`config.mk`:
```
export PLATFORM = sky130hd
export DESIGN_NAME = seg_595_dyn_scan
export DESIGN_NICKNAME = d
export VERILOG_FILES = /design/src/rtl/seg_595_dyn_scan.sv
export SDC_FILE = /design/constraint.sdc
export NUM_CORES = 1
export LEC_CHECK = 0
export CELL_PAD_IN_SITES_DETAIL_PLACEMENT = 0
export CELL_PAD_IN_SITES_GLOBAL_PLACEMENT = 2
export CORE_MARGIN = 3
export CORE_UTILIZATION = 35
export DETAILED_ROUTE_END_ITERATION = 10
export MAX_ROUTING_LAYER = met4
export PLACE_DENSITY_LB_ADDON = 0.12
export SYNTH_ARGS = -nofsm -noshare
export SYNTH_HDL_FRONTEND = slang
export SYNTH_SLANG_ARGS = --single-unit
```
`constraint.sdc`:
```
create_clock -name sys_clk -period 5.03 [get_ports sys_clk]
set_input_delay 1.006 -clock sys_clk [delete_from_list [all_inputs] [get_ports sys_clk]]
set_output_delay 1.006 -clock sys_clk [all_outputs]
set_load 0.005 [all_outputs]
```
`src/rtl/seg_595_dyn_scan.sv`:
```
// Scans DIGITS 7-segment digits through a 74HC595 chain, one {sel,seg} word per dwell period.
// Outputs are registered decodes of scan state; upd is always accepted, blank only gates oe.
module seg_595_dyn_scan #(
  parameter int DIGITS      = 6,
  parameter int SHCP_HALF   = 2,
  parameter int DWELL_MAX   = 49_999,
  parameter bit SEG_ACT_LOW = 1'b1,
  parameter bit SEL_ACT_LOW = 1'b0
) (
  input  logic                sys_clk,
  input  logic                sys_rst,
  input  logic [4*DIGITS-1:0] data_in,
  input  logic [DIGITS-1:0]   point_in,
  input  logic [DIGITS-1:0]   en_in,
  input  logic                lzb_in,
  input  logic                upd,
  input  logic                blank,
  output logic                ds,
  output logic                shcp,
  output logic                stcp,
  output logic                oe,
  output logic                frame_start
);

  localparam int N      = DIGITS + 8;
  localparam int PERIOD = 2 * SHCP_HALF;
  localparam int PW     = $clog2(PERIOD) + 1;
  localparam int DW     = $clog2(DWELL_MAX + 1) + 1;
  localparam int BW     = $clog2(N) + 1;

  localparam logic [PW-1:0] PH_LAST   = PW'(PERIOD - 1);
  localparam logic [PW-1:0] PH_HIGH   = PW'(SHCP_HALF);
  localparam logic [PW-1:0] LT_LAST   = PW'(SHCP_HALF - 1);
  localparam logic [BW-1:0] BIT_LAST  = BW'(N - 1);
  localparam logic [DW-1:0] DWELL_END = DW'(DWELL_MAX);
  localparam logic [2:0]    IDX_LAST  = 3'(DIGITS - 1);

  typedef enum logic [2:0] {IDLE, LOAD, SHIFT, LATCH, HOLD} state_t;

  typedef struct packed {
    logic [4*DIGITS-1:0] data;
    logic [DIGITS-1:0]   point;
    logic [DIGITS-1:0]   en;
    logic                lzb;
  } disp_t;

  state_t          state, state_nxt;
  logic [2:0]      idx, idx_nxt;
  logic [DW-1:0]   dwell, dwell_nxt;
  logic [BW-1:0]   bit_cnt, bit_nxt;
  logic [PW-1:0]   phase, phase_nxt;
  logic [N-1:0]    sr, sr_nxt, sw_load;
  disp_t           in_rec, shadow, active, src;
  logic            done, done_nxt;
  logic            ds_d, shcp_d, stcp_d, oe_d, fs_d;
  logic [3:0]      nib;
  logic            upper_zero, dig_off;
  logic [7:0]      seg_on, seg;
  logic [DIGITS-1:0] sel;

  assign in_rec = {data_in, point_in, en_in, lzb_in};

  function automatic logic [6:0] font(input logic [3:0] n);
    case (n)
      4'h0: font = 7'h3F;  4'h1: font = 7'h06;  4'h2: font = 7'h5B;  4'h3: font = 7'h4F;
      4'h4: font = 7'h66;  4'h5: font = 7'h6D;  4'h6: font = 7'h7D;  4'h7: font = 7'h07;
      4'h8: font = 7'h7F;  4'h9: font = 7'h6F;  4'hA: font = 7'h77;  4'hB: font = 7'h7C;
      4'hC: font = 7'h39;  4'hD: font = 7'h5E;  4'hE: font = 7'h79;  default: font = 7'h71;
    endcase
  endfunction

  // Digit 0 LOAD sees an upd arriving in the same cycle, so that frame already uses it.
  always_comb begin
    src = active;
    if (idx == 3'd0) src = upd ? in_rec : shadow;
  end

  always_comb begin
    nib        = src.data[{idx, 2'b00} +: 4];
    upper_zero = 1'b1;
    for (int j = 0; j < DIGITS; j++) begin
      if (j > int'(idx) && src.data[4*j +: 4] != 4'h0) upper_zero = 1'b0;
    end
    dig_off = !src.en[idx] || (src.lzb && nib == 4'h0 && upper_zero && idx != 3'd0);
    seg_on  = dig_off ? 8'h00 : {src.point[idx], font(nib)};
    seg     = SEG_ACT_LOW ? ~seg_on : seg_on;
    sel     = DIGITS'(1) << idx;
    if (SEL_ACT_LOW) sel = ~sel;
    sw_load = {sel, seg};
  end

  always_ff @(posedge sys_clk) begin
    if (sys_rst) begin
      state       <= IDLE;
      idx         <= '0;
      dwell       <= '0;
      bit_cnt     <= '0;
      phase       <= '0;
      sr          <= '0;
      shadow      <= '0;
      active      <= '0;
      done        <= 1'b0;
      ds          <= 1'b0;
      shcp        <= 1'b0;
      stcp        <= 1'b0;
      oe          <= 1'b1;
      frame_start <= 1'b0;
    end else begin
      state       <= state_nxt;
      idx         <= idx_nxt;
      dwell       <= dwell_nxt;
      bit_cnt     <= bit_nxt;
      phase       <= phase_nxt;
      sr          <= sr_nxt;
      done        <= done_nxt;
      ds          <= ds_d;
      shcp        <= shcp_d;
      stcp        <= stcp_d;
      oe          <= oe_d;
      frame_start <= fs_d;
      if (upd) shadow <= in_rec;
      if (state == LOAD && idx == 3'd0) active <= src;
    end
  end

  always_comb begin
    state_nxt = state;
    idx_nxt   = idx;
    dwell_nxt = dwell + 1'b1;
    bit_nxt   = bit_cnt;
    phase_nxt = phase;
    sr_nxt    = sr;
    case (state)
      IDLE: begin
        state_nxt = LOAD;
        dwell_nxt = '0;
      end
      LOAD: begin
        state_nxt = SHIFT;
        sr_nxt    = sw_load;
        bit_nxt   = '0;
        phase_nxt = '0;
      end
      SHIFT: begin
        if (phase == PH_LAST) begin
          phase_nxt = '0;
          sr_nxt    = sr >> 1;
          if (bit_cnt == BIT_LAST) state_nxt = LATCH;
          else                     bit_nxt   = bit_cnt + 1'b1;
        end else begin
          phase_nxt = phase + 1'b1;
        end
      end
      LATCH: begin
        if (phase == LT_LAST) begin
          state_nxt = HOLD;
          phase_nxt = '0;
        end else begin
          phase_nxt = phase + 1'b1;
        end
      end
      HOLD: begin
        if (dwell == DWELL_END) begin
          state_nxt = LOAD;
          dwell_nxt = '0;
          idx_nxt   = (idx == IDX_LAST) ? 3'd0 : idx + 1'b1;
        end
      end
      default: state_nxt = IDLE;
    endcase
  end

  // Decoding the next state lets every output come straight from a flop.
  always_comb begin
    ds_d     = (state_nxt == SHIFT) && sr_nxt[0];
    shcp_d   = (state_nxt == SHIFT) && (phase_nxt >= PH_HIGH);
    stcp_d   = (state_nxt == LATCH);
    fs_d     = (state_nxt == LOAD) && (idx_nxt == 3'd0);
    done_nxt = done || (state == LATCH && state_nxt == HOLD);
    oe_d     = done_nxt ? blank : 1'b1;
  end

endmodule
```
==> results of run 1 <==
[state kept, by name, summed over array words and instances (netlist names), 3 cells and up]
| register | cells |
|---|---|
| active | 37 |
| bit_cnt | 5 |
| dwell | 17 |
| idx | 3 |
| phase | 3 |
| shadow | 37 |
| sr | 14 |
| state | 3 |
[final timing paths]
path / to / slack, ns / cells after the start
worst max-delay path: sr[3] / 0.74 / 12
worst min-delay path: dwell[0] / 0.44 / 1
worst max register to register: sr[3] / 0.74 / 12
worst min register to register: dwell[0] / 0.44 / 1
[layer usage]
layer | vias to the layer above | global-route usage, % | wire length (µm)
met1 | 2267 | 23.9 | 7600
met2 | 75 | 25.6 | 6600
li1 | 2429 | - | -
met3 | 14 | 3.60 | 439
met4 | 0 | 5.38 | 184
met5 | - | - | 0
[layout by cell type (no fill, tap or decap), types with 15 or more instances in the layout]
cell / count
dfxtp_1: 125
nor2_1: 118
nand2_1: 65
mux2i_1: 43
clkdlybuf4s50_1: 43
a21oi_1: 36
a211oi_1: 21
nand3b_1: 19
ha_1: 19
inv_1: 18
clkbuf_16: 17
nor3_1: 15
[per-stage QoR]
| stage | utilization (%) | worst slack (ns) | instance area [µm²] | instances |
|---|---|---|---|---|
| final | 43.6 | 0.736 | 7060 | 932 |
| after CTS | 43.6 | 0.695 | 7060 | 932 |
| after detailed placement | 40.0 | 0.712 | 6470 | 900 |
| after global placement | 40.0 | 0.770 | 6470 | 900 |
| after global routing | 43.6 | 0.433 | 7060 | 932 |
| after floorplan | - | 1.37 | 5890 | 675 |
[power by group through the flow]
stage	clock network, µW	registers, µW	logic [µW]
floorplan	0	1110	240
global placement	0	1120	333
detailed placement	0	1120	338
CTS	1250	1100	339
global route	1300	1110	377
finish	1220	1100	336
[cell families (layout without fill, tap and decap cells)]
group                    Yosys count  count (layout)
AO/OA/AOI/OAI                    129             129
flip-flops                       125             125
XOR/XNOR                          20              20
multiplexers                      51              51
adder cells (fa/ha/maj)           19              19
AND/OR/NAND/NOR                  268             268
buffers and inverters             63             104
[area by class of cell]
class                   instances  area share, %
flip-flops and latches        125           35.4
well taps                     216           3.83
multi-input cells             487           44.3
inverters                      18          0.957
repair buffers                 54           7.23
clock inverters                12           1.95
clock buffers                  20           6.33
[critical path, cell delays in order, from the launching register on]
cell and delay (ns):
dfxtp_1 0.31, inv_1 0.33, ha_1 0.63, nand2b_1 0.37
buf_4 0.32, a21oi_1 0.31, nor3_1 0.08, a211oi_1 0.58
inv_1 0.22, ha_1 0.29, mux4_1 0.47, o21ai_0 0.17
a21oi_1 0.08
==> flow_summary.toml, run 1 <==
[power]
swShare_pct = 26.6
power_report.internal_total_uw = 1950
switching_power_uw = 706
sequentialPowerShare_pct = 41.5
worst_ir_drop_vdd_mv = 0.242
pwr-share-clk_pct = 45.8
p_leak_uw = 0.00283
power.density_nw_per_um2 = 376
total_power_uw = 2660
p_comb_share_pct = 12.6

[timing]
max_freq_ghz = 0.233
drv_slew = 0
holdWs_ns = 0.438
fin_crit_sh_pct = 85.4
period_needed_ns = 4.29
fin_tns_setup_ns = 0
setup_violations = 0
max_slew_margin_pct = 39.3
skew_ns = 0.00834
rsz0062_at_grt = "false"
hold_viol_final = 0
tightest_slew_ns = 0.908

[global_routing]
grt_use_total_pct = 17.3
overflow = 0
antenna_found_initial = 0
grt_pass1_wl_um = 24700
grt_pass1_vias = 4766
grt_max_degree = 63

[placement]
portBuffers = 45
hpwl_um = 10300
gp_congestion = 0.855

[synth]
async_flop_share_pct = 0
yosys.area_share.simple_pct = 20.8
ys_seq_elements = 125
synth_compound_area_share_pct = 15.4
synth_top_family_by_area = "simple AND/OR/NAND/NOR gates"
ys_seq_area_share_pct = 42.5
syn_avg_cell_area_um2 = 8.72
ys_top_cells_by_area = "dfxtp_1 (43%), nor2_1 (7.6%), mux2i_1 (7.3%), nand2_1 (4.1%), ha_1 (4.0%)"
synth_top_area_share_pct = 42.5
synth_xor_area_share_pct = 2.98
mappedNetlistArea_um2 = 5890
postSynthCellCount = 675
ys.flop_type = "dfxtp_1"
yosysTopAreaCell = "dfxtp_1"
muxShareOfSynthArea_pct = 9.73
synth.most_common_cell = "dfxtp_1"
synth_edf_count = 0
synth.net_count = 735
yosys.area_share.adder_pct = 4.04
yosysWarnings = 0
synth_cell_type_count = 63
synth_common_cells = "dfxtp_1 (125), nor2_1 (119), nand2_1 (65), mux2i_1 (43), a21oi_1 (36)"

[worst_setup_path]
endpoint_kind = "flip-flop"
critPathArrivalTime_ns = 4.57
crit_path_start_kind = "flip-flop"
critPathLaunch = "idx[1]"
critPathKind = "reg2reg"
critPathMaxFanout = 19
critPathRequiredTime_ns = 5.30
r2r_start = "idx[1]"

[drt]
vias_per_cell = 5.13
route.vias.total = 4785
drt_iter0_drc = 306
first_pass_iters = 4
wl_per_cell_um = 15.9
drt-total-wl_um = 14800
drc_errors = 0
antenna_left = 0

[clock_tree]
path_clk_slew_ns = 0.06
cts_tree = "done"
clockBufferDepth = 2
h-tree-depth = 4
hold_buffers = 0
cts_made_buffers = 17
worst_skew_pair.late_latency_ns = 0.42
clock-sinks = 125
cts_setup_buffers = 0
cts_root_buffer = "clkbuf_16"
cts_resized = 0

[die]
std_cell_rows = 46
die-width_um = 136
initial_core_util_pct = 36.4
coreArea_um2 = 16200
boundaryPins = 46
die_h_um = 136
die_area_um2 = 18400

[layout]
antenna_cells = 0
multiInputGateArea_um2 = 3120
drive_gt1_share_pct = 8.10
n_fill_cell = 1592
nets = 763
syn_to_final_growth_pct = 19.9
final-seq-area_um2 = 2500

[hold_path]
hp-start = "dwell[0]"
min_path_type = "reg2reg"

[run]
cap_viol_max_count = 0

[outcome]
status = "finished, final reports clean"
(Power assumes the default switching activity.)
==> run 2: changes to the inputs <==
--- a/config.mk
+++ b/config.mk
@@ -7,7 +7,7 @@
 export LEC_CHECK = 0
 export CELL_PAD_IN_SITES_DETAIL_PLACEMENT = 0
 export CELL_PAD_IN_SITES_GLOBAL_PLACEMENT = 2
-export CORE_MARGIN = 3
+export CORE_MARGIN = 5
 export CORE_UTILIZATION = 35
 export DETAILED_ROUTE_END_ITERATION = 10
 export MAX_ROUTING_LAYER = met4
==> run 2 against run 1 <==
Against the previous run:
- routed wire length decreased by 0.62%
- register-to-register slack improved by 0.18 ns
- clock power about the same
- non-clock buffer count increased by 3
- core utilization decreased by 0.63 points
- global-route usage decreased by 1.4 points
- final cell count increased by 0.75%
- combinational power about the same
- clock-buffer cell count increased by 3
- critical path type unchanged
- largest cell class unchanged
- largest power group unchanged
- highest routed layer unchanged
==> flow_summary.toml, run 2 (synthesis gave the netlist of run 1 again) <==
[timing]
holdWs_ns = 0.443
setup_violations = 0
fin_crit_sh_pct = 81.9
worst_slack_ns = 0.912
max_freq_ghz = 0.243
drv_slew = 0
skew_ns = 0.0199
hold_viol_final = 0
tightest_slew_ns = 1.07
max_slew_margin_pct = 28.4
rsz0062_at_grt = "false"
period_needed_ns = 4.12
fin_tns_setup_ns = 0

[drt]
met3WireLength_um = 425
drt_iter0_drc = 237
top_layer = "met4"
met2_length_um = 6580
wl_met1_um = 7440
drc_errors = 0
wl_per_cell_um = 15.7
antenna_left = 0
route.vias.total = 4792
vias_per_cell = 5.10
first_pass_iters = 4
drt-total-wl_um = 14700

[clock_tree]
clock-sinks = 125
hold_buffers = 0
cts_made_buffers = 17
h-tree-depth = 4
clockBufferDepth = 2
cts_setup_buffers = 0
cts_resized = 0
cts_tree = "done"
cts_root_buffer = "clkbuf_16"
path_clk_slew_ns = 0.06
worst_skew_pair.late_latency_ns = 0.42

[worst_setup_path]
critPathMaxFanout = 12
crit_chain = "inv_1 > ha_1 > nor2b_1 > mux2i_1 > mux4_2 > a21oi_1 > inv_1 > ha_1 > inv_1 > mux4_1 > o21ai_0 > a21oi_1"
endpoint_kind = "flip-flop"
crit_path_start_kind = "flip-flop"
critPathArrivalTime_ns = 4.38
slowest_delay_ns = 0.50
critPathRequiredTime_ns = 5.29
crit_top_cell = "inv_1"
critPathKind = "reg2reg"
critPathSlowestCell = "mux4_2"

[die]
die_h_um = 140
std_cell_rows = 47
boundaryPins = 46
die-width_um = 140
coreArea_um2 = 16500
initial_core_util_pct = 35.6
die_area_um2 = 19500

[layout]
drive_gt1_share_pct = 8.62
largestRegisters = "active: 37 flops, shadow: 37 flops, dwell: 17 flops"
fin_area_um2 = 7110
antenna_cells = 0
layout_common_cells = "dfxtp_1 (125), nor2_1 (118), nand2_1 (65)"
syn_to_final_growth_pct = 20.8
n_fill_cell = 1632
final_common_cell = "dfxtp_1"
nets = 766

[outcome]
status = "finished, final reports clean"

[global_routing]
grt_use_total_pct = 15.9
grt_max_degree = 82
antenna_found_initial = 0
overflow = 0
grt_pass1_vias = 4592
grt_pass1_wl_um = 24400

[power]
worst_ir_drop_vdd_mv = 0.232
power.density_nw_per_um2 = 378
p_leak_uw = 0.00286
total_power_uw = 2680

[hold_path]
min_path_type = "reg2reg"

[placement]
place_ws_ns = 0.831
gp_congestion = 0.839
hpwl_um = 10300
place_area_um2 = 6500
portBuffers = 45

[run]
cap_viol_max_count = 0
-- run 2: metrics by stage --
stage | util, % | std cells
floorplan | - | 675
global placement | 39.4 | 907
detailed placement | 39.4 | 907
CTS | 43.0 | 939
global route | 43.0 | 939
finish | 43.0 | 939
-- run 2: path summary, 6_finish.rpt --
kind / slack, ns / end / startpoint / cells after the start
setup reg to reg: 0.91 / sr[3] / idx[1] / 12
hold / removal: 0.44 / dwell[0] / dwell[0] / 1
hold reg to reg: 0.44 / dwell[0] / dwell[0] / 1
setup / recovery: 0.91 / sr[3] / idx[1] / 12
-- run 2: power breakdown --
part           total (µW)  switching [µW]  internal (µW)
combinational         338             190            147
clock                1240             448            794
sequential           1110            43.7           1060
total                2680             682           2000
-- run 2: layer usage --
metal | global-route usage, % | vias to the layer above
met1 | 21.6 | 2262
li1 | - | 2439
met5 | - | -
met4 | 6.53 | 0
met2 | 22.9 | 73
met3 | 3.50 | 18
-- run 2: final cells by class --
type | count | area (µm²) | share of cell area (%)
Inverter | 18 | 67.6 | 0.950
Multi-Input combinational cell | 487 | 3120 | 43.9
Sequential cell | 125 | 2500 | 35.2
Timing Repair Buffer | 57 | 533 | 7.50
Clock buffer | 23 | 498 | 7.00
Clock inverter | 9 | 109 | 1.53
Tap cell | 220 | 275 | 3.87
-- run 2: critical path: cells and delay by family (launching register included) --
family | cells | cell delay [ns]
compound gates | 3 | 0.69
buf+inv | 3 | 0.54
mux | 3 | 1.20
simple gates | 1 | 0.48
fa+ha+maj | 2 | 0.74
flops | 1 | 0.31
